[config.mk]
export PLATFORM = sky130hd
export DESIGN_NAME = pulse_rate_meter
export DESIGN_NICKNAME = d
export VERILOG_FILES = /design/src/rtl/pulse_rate_meter.sv
export SDC_FILE = /design/constraint.sdc
export NUM_CORES = 1
export LEC_CHECK = 0
export CAP_MARGIN = 20
export CORE_MARGIN = 2
export CORE_UTILIZATION = 60
export CTS_CLUSTER_SIZE = 24
export DETAILED_ROUTE_END_ITERATION = 16
export DONT_BUFFER_PORTS = 1
export PLACE_DENSITY = 0.76
export SETUP_SLACK_MARGIN = 0.5
export SLEW_MARGIN = 20
export SYNTH_ARGS = -nofsm -noshare
export SYNTH_HDL_FRONTEND = slang
export SYNTH_SLANG_ARGS = --single-unit
[constraint.sdc]
create_clock -name clock -period 5.1 [get_ports clock]
set_clock_uncertainty 0.05 [all_clocks]
set_input_delay 0.51 -clock clock [delete_from_list [all_inputs] [get_ports clock]]
set_output_delay 0.51 -clock clock [all_outputs]
set_load 0.005 [all_outputs]
[src/rtl/pulse_rate_meter.sv]
// Pulse rate meter: counts synchronized rising edges of `signal` over a fixed
// gate window, reports count/match/over per window and lock after a match run.
module pulse_rate_meter #(
    parameter int unsigned WINDOW = 16,
    parameter int unsigned CNT_W  = 8,
    parameter int unsigned EXPECT = 4,
    parameter int unsigned LOCK_N = 3
) (
    input  logic             clock,
    input  logic             reset,
    input  logic             signal,
    input  logic             enable,
    output logic [CNT_W-1:0] count,
    output logic             valid,
    output logic             match,
    output logic             over,
    output logic             lock
);

    localparam int unsigned WC_W = $clog2(WINDOW);
    localparam int unsigned MR_W = $clog2(LOCK_N + 1);
    localparam logic [WC_W-1:0]  WC_LAST = WC_W'(WINDOW - 1);
    localparam logic [CNT_W-1:0] EXP_C   = CNT_W'(EXPECT);
    localparam logic [MR_W-1:0]  LOCK_C  = MR_W'(LOCK_N);

    typedef enum logic {IDLE, MEASURE} state_t;

    state_t            state_q, state_d;
    logic              s1_q, s2_q, d_q;
    logic [WC_W-1:0]   wc_q, wc_d;
    logic [CNT_W-1:0]  acc_q, acc_d;
    logic              ovf_q, ovf_d;
    logic [MR_W-1:0]   mr_q, mr_d;
    logic [CNT_W-1:0]  count_q, count_d;
    logic              valid_q, valid_d;
    logic              match_q, match_d;
    logic              over_q, over_d;
    logic              lock_q, lock_d;

    logic              rise;
    logic [CNT_W:0]    sum;
    logic              sum_ovf;
    logic [CNT_W-1:0]  sat_acc;
    logic              win_over;
    logic              win_match;

    always_ff @(posedge clock) begin
        if (!reset) begin
            state_q <= IDLE;
            s1_q    <= 1'b0;
            s2_q    <= 1'b0;
            d_q     <= 1'b0;
            wc_q    <= '0;
            acc_q   <= '0;
            ovf_q   <= 1'b0;
            mr_q    <= '0;
            count_q <= '0;
            valid_q <= 1'b0;
            match_q <= 1'b0;
            over_q  <= 1'b0;
            lock_q  <= 1'b0;
        end else begin
            state_q <= state_d;
            s1_q    <= signal;
            s2_q    <= s1_q;
            d_q     <= s2_q;
            wc_q    <= wc_d;
            acc_q   <= acc_d;
            ovf_q   <= ovf_d;
            mr_q    <= mr_d;
            count_q <= count_d;
            valid_q <= valid_d;
            match_q <= match_d;
            over_q  <= over_d;
            lock_q  <= lock_d;
        end
    end

    // Saturating accumulate; the carry bit of `sum` flags overflow.
    always_comb begin
        rise      = s2_q & ~d_q;
        sum       = {1'b0, acc_q} + {{CNT_W{1'b0}}, rise};
        sum_ovf   = sum[CNT_W];
        sat_acc   = sum_ovf ? '1 : sum[CNT_W-1:0];
        win_over  = ovf_q | sum_ovf;
        win_match = (sat_acc == EXP_C) && !win_over;
    end

    always_comb begin
        state_d = state_q;
        wc_d    = wc_q;
        acc_d   = acc_q;
        ovf_d   = ovf_q;
        mr_d    = mr_q;
        count_d = count_q;
        valid_d = 1'b0;
        match_d = match_q;
        over_d  = over_q;
        lock_d  = lock_q;

        case (state_q)
            IDLE: begin
                wc_d  = '0;
                acc_d = '0;
                ovf_d = 1'b0;
                if (enable) state_d = MEASURE;
            end
            MEASURE: begin
                if (!enable) begin
                    // Abort discards the partial window and the match run.
                    state_d = IDLE;
                    wc_d    = '0;
                    acc_d   = '0;
                    ovf_d   = 1'b0;
                    mr_d    = '0;
                    lock_d  = 1'b0;
                end else if (wc_q == WC_LAST) begin
                    count_d = sat_acc;
                    over_d  = win_over;
                    match_d = win_match;
                    valid_d = 1'b1;
                    if (!win_match)          mr_d = '0;
                    else if (mr_q != LOCK_C) mr_d = mr_q + 1'b1;
                    lock_d  = (mr_d == LOCK_C);
                    wc_d    = '0;
                    acc_d   = '0;
                    ovf_d   = 1'b0;
                end else begin
                    acc_d = sat_acc;
                    ovf_d = win_over;
                    wc_d  = wc_q + 1'b1;
                end
            end
            default: state_d = IDLE;
        endcase
    end

    assign count = count_q;
    assign valid = valid_q;
    assign match = match_q;
    assign over  = over_q;
    assign lock  = lock_q;

endmodule

Word-level counts from Yosys, hierarchy flattened
Cells that the tools add are included.
Word-level totals
  flip-flop bits (word level): 31
  input port bits: 4
  output and inout bits: 12
  logic and storage cells: 51
Cells by class
  $add $sub $neg: 3
  eq/ne operators: 5
  multiplexer cells: 21
  bitwise logic cells: 4
  reductions and logical operators: 5
Operators with widths (count)
  8-bit 2-to-1 mux: 3
  8-bit one-hot mux with 2 select lines: 1
  2-bit 2-to-1 mux: 7
  8-bit by 1-bit adder with 9-bit output: 1
  8-bit by 3-bit equality test with 1-bit output (second input constant): 1
  4-bit 2-to-1 mux: 2
  4-bit one-hot mux with 2 select lines: 1
  1-bit 2-to-1 mux: 6
  3-bit AND reduction: 2
  4-bit by 1-bit adder with 4-bit output (second input constant): 1
  4-bit equality test (second input constant): 1
  2-bit by 1-bit adder with 2-bit output (second input constant): 1
  2-bit equality test (second input constant): 1
  2-bit by 1-bit != test with 1-bit output (second input constant): 1
  2-bit != test (second input constant): 1
  1-bit NOT: 2
  1-bit one-hot mux with 2 select lines: 1
  2-bit AND reduction: 1
  1-bit bitwise AND: 1
  1-bit logical AND: 1
  1-bit zero test: 1
  1-bit bitwise OR: 1

Depth between registers and ports, before layout
  depth after elaboration: 13
  gate-level depth with buffers: 7
  gate-level depth less buffers: 7

Worst setup path after synthesis
Ideal clock, no wire load.
  kind: reg2reg
  start: register s2_q
  end: register mr_q[1]
  library setup time: 0.075 ns
  data arrival time: 1.645 ns
  required time: 4.975 ns
  setup slack: 3.329 ns
  stages on the path, launching flop included: 8
  path buffers: 0
  clock period less this slack: 1.771 ns
  path through: dfxtp_1 > nor2b_1 > ha_1 > ha_1 > nor4_1 > and3_1 > o2111ai_2 > a22oi_2
On the way
  longest elaborated chain between the ends: 11
  elaborated cells between the ends (all ways): 13
  classes of those cells: add/sub (1); eq/ne (1); mux (7); bitwise (2); reduce/logical (2)
Ends and longest elaborated chain
  from (decl): RTL line 29  | logic s1_q, s2_q, d_q;
  from (signal assigned): RTL line 65  | s2_q <= s1_q;
  1-bit bitwise AND (*): RTL line 81  | rise = s2_q & ~d_q;
  8-bit by 1-bit adder with 9-bit output (*): RTL line 82  | sum = {1'b0, acc_q} + {{CNT_W{1'b0}}, rise};
  8-bit 2-to-1 mux or 1-bit bitwise OR (tied branches): RTL line 84, 85
  8-bit by 3-bit equality test with 1-bit output or 1-bit zero test (tied branches): RTL line 86  | win_match = (sat_acc == EXP_C) && !win_over;
  1-bit logical AND (*): RTL line 86
  2-bit 2-to-1 mux (*): RTL line 122  | if (!win_match) mr_d = '0;
  2-bit 2-to-1 mux (*): RTL line 117  | end else if (wc_q == WC_LAST) begin
  2-bit 2-to-1 mux (*): RTL line 109  | if (!enable) begin
  2-bit 2-to-1 mux (*): RTL line 101  | case (state_q)
  2-bit 2-to-1 mux (*): RTL line 117
  2-bit 2-to-1 mux (*): RTL line 109
  to (signal assigned): RTL line 70  | mr_q <= mr_d;
  to (decl): RTL line 33  | logic [MR_W-1:0] mr_q, mr_d;
Every way passes the cells marked *; elsewhere a longest branch is shown, timed or not. The select of a mux whose other input is x is not followed.
A chain may end at the register's enable or synchronous reset.

Worst setup path after layout
  start: register s2_q
  end: register count_q[1], in the netlist count[1]
On the way
  longest elaborated chain between the ends: 3
Ends and longest elaborated chain
  1-bit bitwise AND: RTL line 81
  8-bit by 1-bit adder with 9-bit output: RTL line 82
  8-bit 2-to-1 mux: RTL line 84  | sat_acc = sum_ovf ? '1 : sum[CNT_W-1:0];
  to (signal assigned): RTL line 71  | count_q <= count_d;
  to (decl): RTL line 34  | logic [CNT_W-1:0] count_q, count_d;
Every way passes these cells.

==> run metrics <==
Synthesized Nets 140; count of input and output buffers 0; Hold Path Origin reset; area of the multi-input gates 581.8 sq um; Synth Cell Area 1246 sq um; Storage cell area 620.6 sq um; vias per inst 5.853; number of global-route vias before repair 944; ant diodes 0; Die ar. 2458 sq um; worst min-delay path class in -> reg; drt pass-1 iters 4; CP max FO 6; worst reg2reg path startpoint s2_q$_SDFF_PN0_; largest net degree at the start of global routing 17; CP Class reg -> reg; CTS Buffer Depth 2; clock buffer count from CTS 5; Layout Nets 142; Post-Synthesis Cells 133; critical path arrival 2120 ps; worst vdd ir 0.0002558 V; WP data required 5310 ps; IO Pins 16; Worst Tran Pin Value 592.0 ps; dpl hpwl 1.657 mm; Worst-path clk slew 90 ps; total power 382.5 uW; share of the synthesized area in the top cell type 0.4980; Ys Warns 0; root buf cell clkbuf_4; post-route ant nets 0; outcome completed; hold path depth 1; R2R setup slack 3190 ps; fin crit period 1912 ps; final worst path period share 0.3750; number of synthesized register bits 31; Seq/Total Area, Yosys 0.4980; first-pass GRT wire length 4.022 mm; PD cells 294.8 nW/um^2; reg-to-reg endpoint count[1]$_SDFFE_PN0P_; share of layout cells above drive strength 1 0.09559; CP Launch Type register; H-tree depth 2; Async S/R FF share, synth 0; highest clock rate 0.5229 GHz; Vias 954; total grt overflow 0; leak pwr 0.4955 nW; DRC viols 0; PostCTS Resize Cnt 0; hold buffers post-CTS 0; max_cap viols 0; Critical Path End Type register; drt total wl 2.297 mm; Die Wd 49.58 um; Sink Count 31; Yosys cell types 36; CTS tree done; Iter 0 DRT Violations 21; Fill cells 179; DR WL/cell 14.09 um; Slew Limit Fails 0; final count of negative-setup-slack endpoints 0; row cnt 16; Slew HR 0.6054; worst skew pair latency 340 ps; Die H 49.58 um; final hold vios 0; initial antenna violation count 0; Layout Area Growth over Synthesis 4.116%; Min-Delay Endpoint s2_q$_SDFF_PN0_; Initial Util 0.6352; setup TNS 0 ps; Final GP Congestion 0.8710; Area contributors post-synth dfxtp_1 (50%), nor2_1 (7.2%), nand3_1 (3.6%); total track usage 0.2227; Synth area leader dfxtp_1; total setup buffers inserted after CTS 0; Avg Synthesized Cell Area 9.370 sq um; unrepaired setup endpoints after global routing false; Main synth FF type dfxtp_1; area of the core 1962 sq um; r2r worst-path depth 7; number of synthesized flops with an enable pin 0
critical path, stage by stage, from the launching register on:
cell      delay (ps)
dfxtp_1          320
nor2b_1          130
ha_1             200
ha_1             290
nand4_1          180
nor2_1           320
nor2_1           120
a211oi_1         230
worst max path at each step:
stage | start | end | slack, ps | depth (start not counted)
5_1_grt | s2_q$_SDFF_PN0_ | count[1]$_SDFFE_PN0P_ | 2950 | 7
6_report | s2_q$_SDFF_PN0_ | count[1]$_SDFFE_PN0P_ | 3190 | 7
4_1_cts | s2_q$_SDFF_PN0_ | count[1]$_SDFFE_PN0P_ | 3170 | 7
2_1_floorplan | s2_q$_SDFF_PN0_ | mr_q[1]$_SDFFE_PN0P_ | 3330 | 7
3_3_place_gp | s2_q$_SDFF_PN0_ | mr_q[1]$_SDFFE_PN0P_ | 3270 | 7
3_5_place_dp | s2_q$_SDFF_PN0_ | count[1]$_SDFFE_PN0P_ | 3190 | 7
metrics by stage:
stage	setup WS, ps	utilization	std cells	instance area, sq um	hold slack (ps)
floorplan	3329	-	133	1246	361.9
global placement	3268	0.6358	155	1247	367.2
detailed placement	3193	0.6358	155	1247	373.5
CTS	3174	0.6614	163	1297	231.0
global route	2955	0.6614	163	1297	227.7
finish	3188	0.6614	163	1297	245.9
sequential cells by signal, indices dropped and copies added (netlist names), 2 cells and up:
register and count:
wc_q 4, mr_q 2, count 8, acc_q 8
kinds of logic (layout without fill, tap and decap cells):
| kind of cell | Yosys count | in the layout | synth area share |
|---|---|---|---|
| simple gates | 62 | 62 | 0.2550 |
| buf+inv | 8 | 11 | 0.03513 |
| xor+xnor | 4 | 4 | 0.02812 |
| flops | 31 | 31 | 0.4980 |
| compound gates | 25 | 25 | 0.1536 |
| fa+ha+maj | 3 | 3 | 0.03012 |
power by group:
part           switching [mW]  leakage (nW)  internal (mW)
Clock                  0.0789        0.0293         0.0536
Sequential           0.000831         0.250          0.243
Combinational         0.00393         0.216        0.00183
Total                  0.0837         0.496          0.299
layer usage:
layer,wire length [um],GRT usage,part of all wire
met4,59,0.1713,0.026
met2,1068,0.3333,0.46
met5,0,0,0
met3,121,0.07576,0.053
met1,1048,0.2597,0.46
area by class of cell:
cell class                      count  share of cell area
Clock buffer                        7             0.03472
Clock inverter                      1            0.003857
Inverter                            3            0.008679
Multi-Input combinational cell     94              0.4484
Sequential cell                    31              0.4783
Tap cell                           27             0.02604
Yosys cell counts, drive strengths merged, types with 2 or more instances:
master	number
clkbuf	2
dfxtp	31
nor2b	3
o21ai	3
nand2	8
xor2	3
and3	8
a21oi	6
o2111ai	3
nor2	24
nand3	9
buf	3
ha	3
and4	3
a211oi	6
inv	3
and2	4
cells in the final DEF, fill, tap and decap left out, drive strengths merged:
cell and instances:
xnor2 1, and3 8, nand3 9, nand2 8
a22oi 1, ha 3, o2111ai 3, a41o 1
nand4b 1, o21ai 3, clkbuf 7, a211oi 6
and2 4, a21oi 6, inv 3, a21o 1
dfxtp 31, and4 3, clkinv 1, a31oi 1
nand4 1, o311ai 1, o311a 1, nor4 1
nor2 24, xor2 3, o22a 1, nor2b 3
No activity file was read; power rests on OpenSTA's default activity.
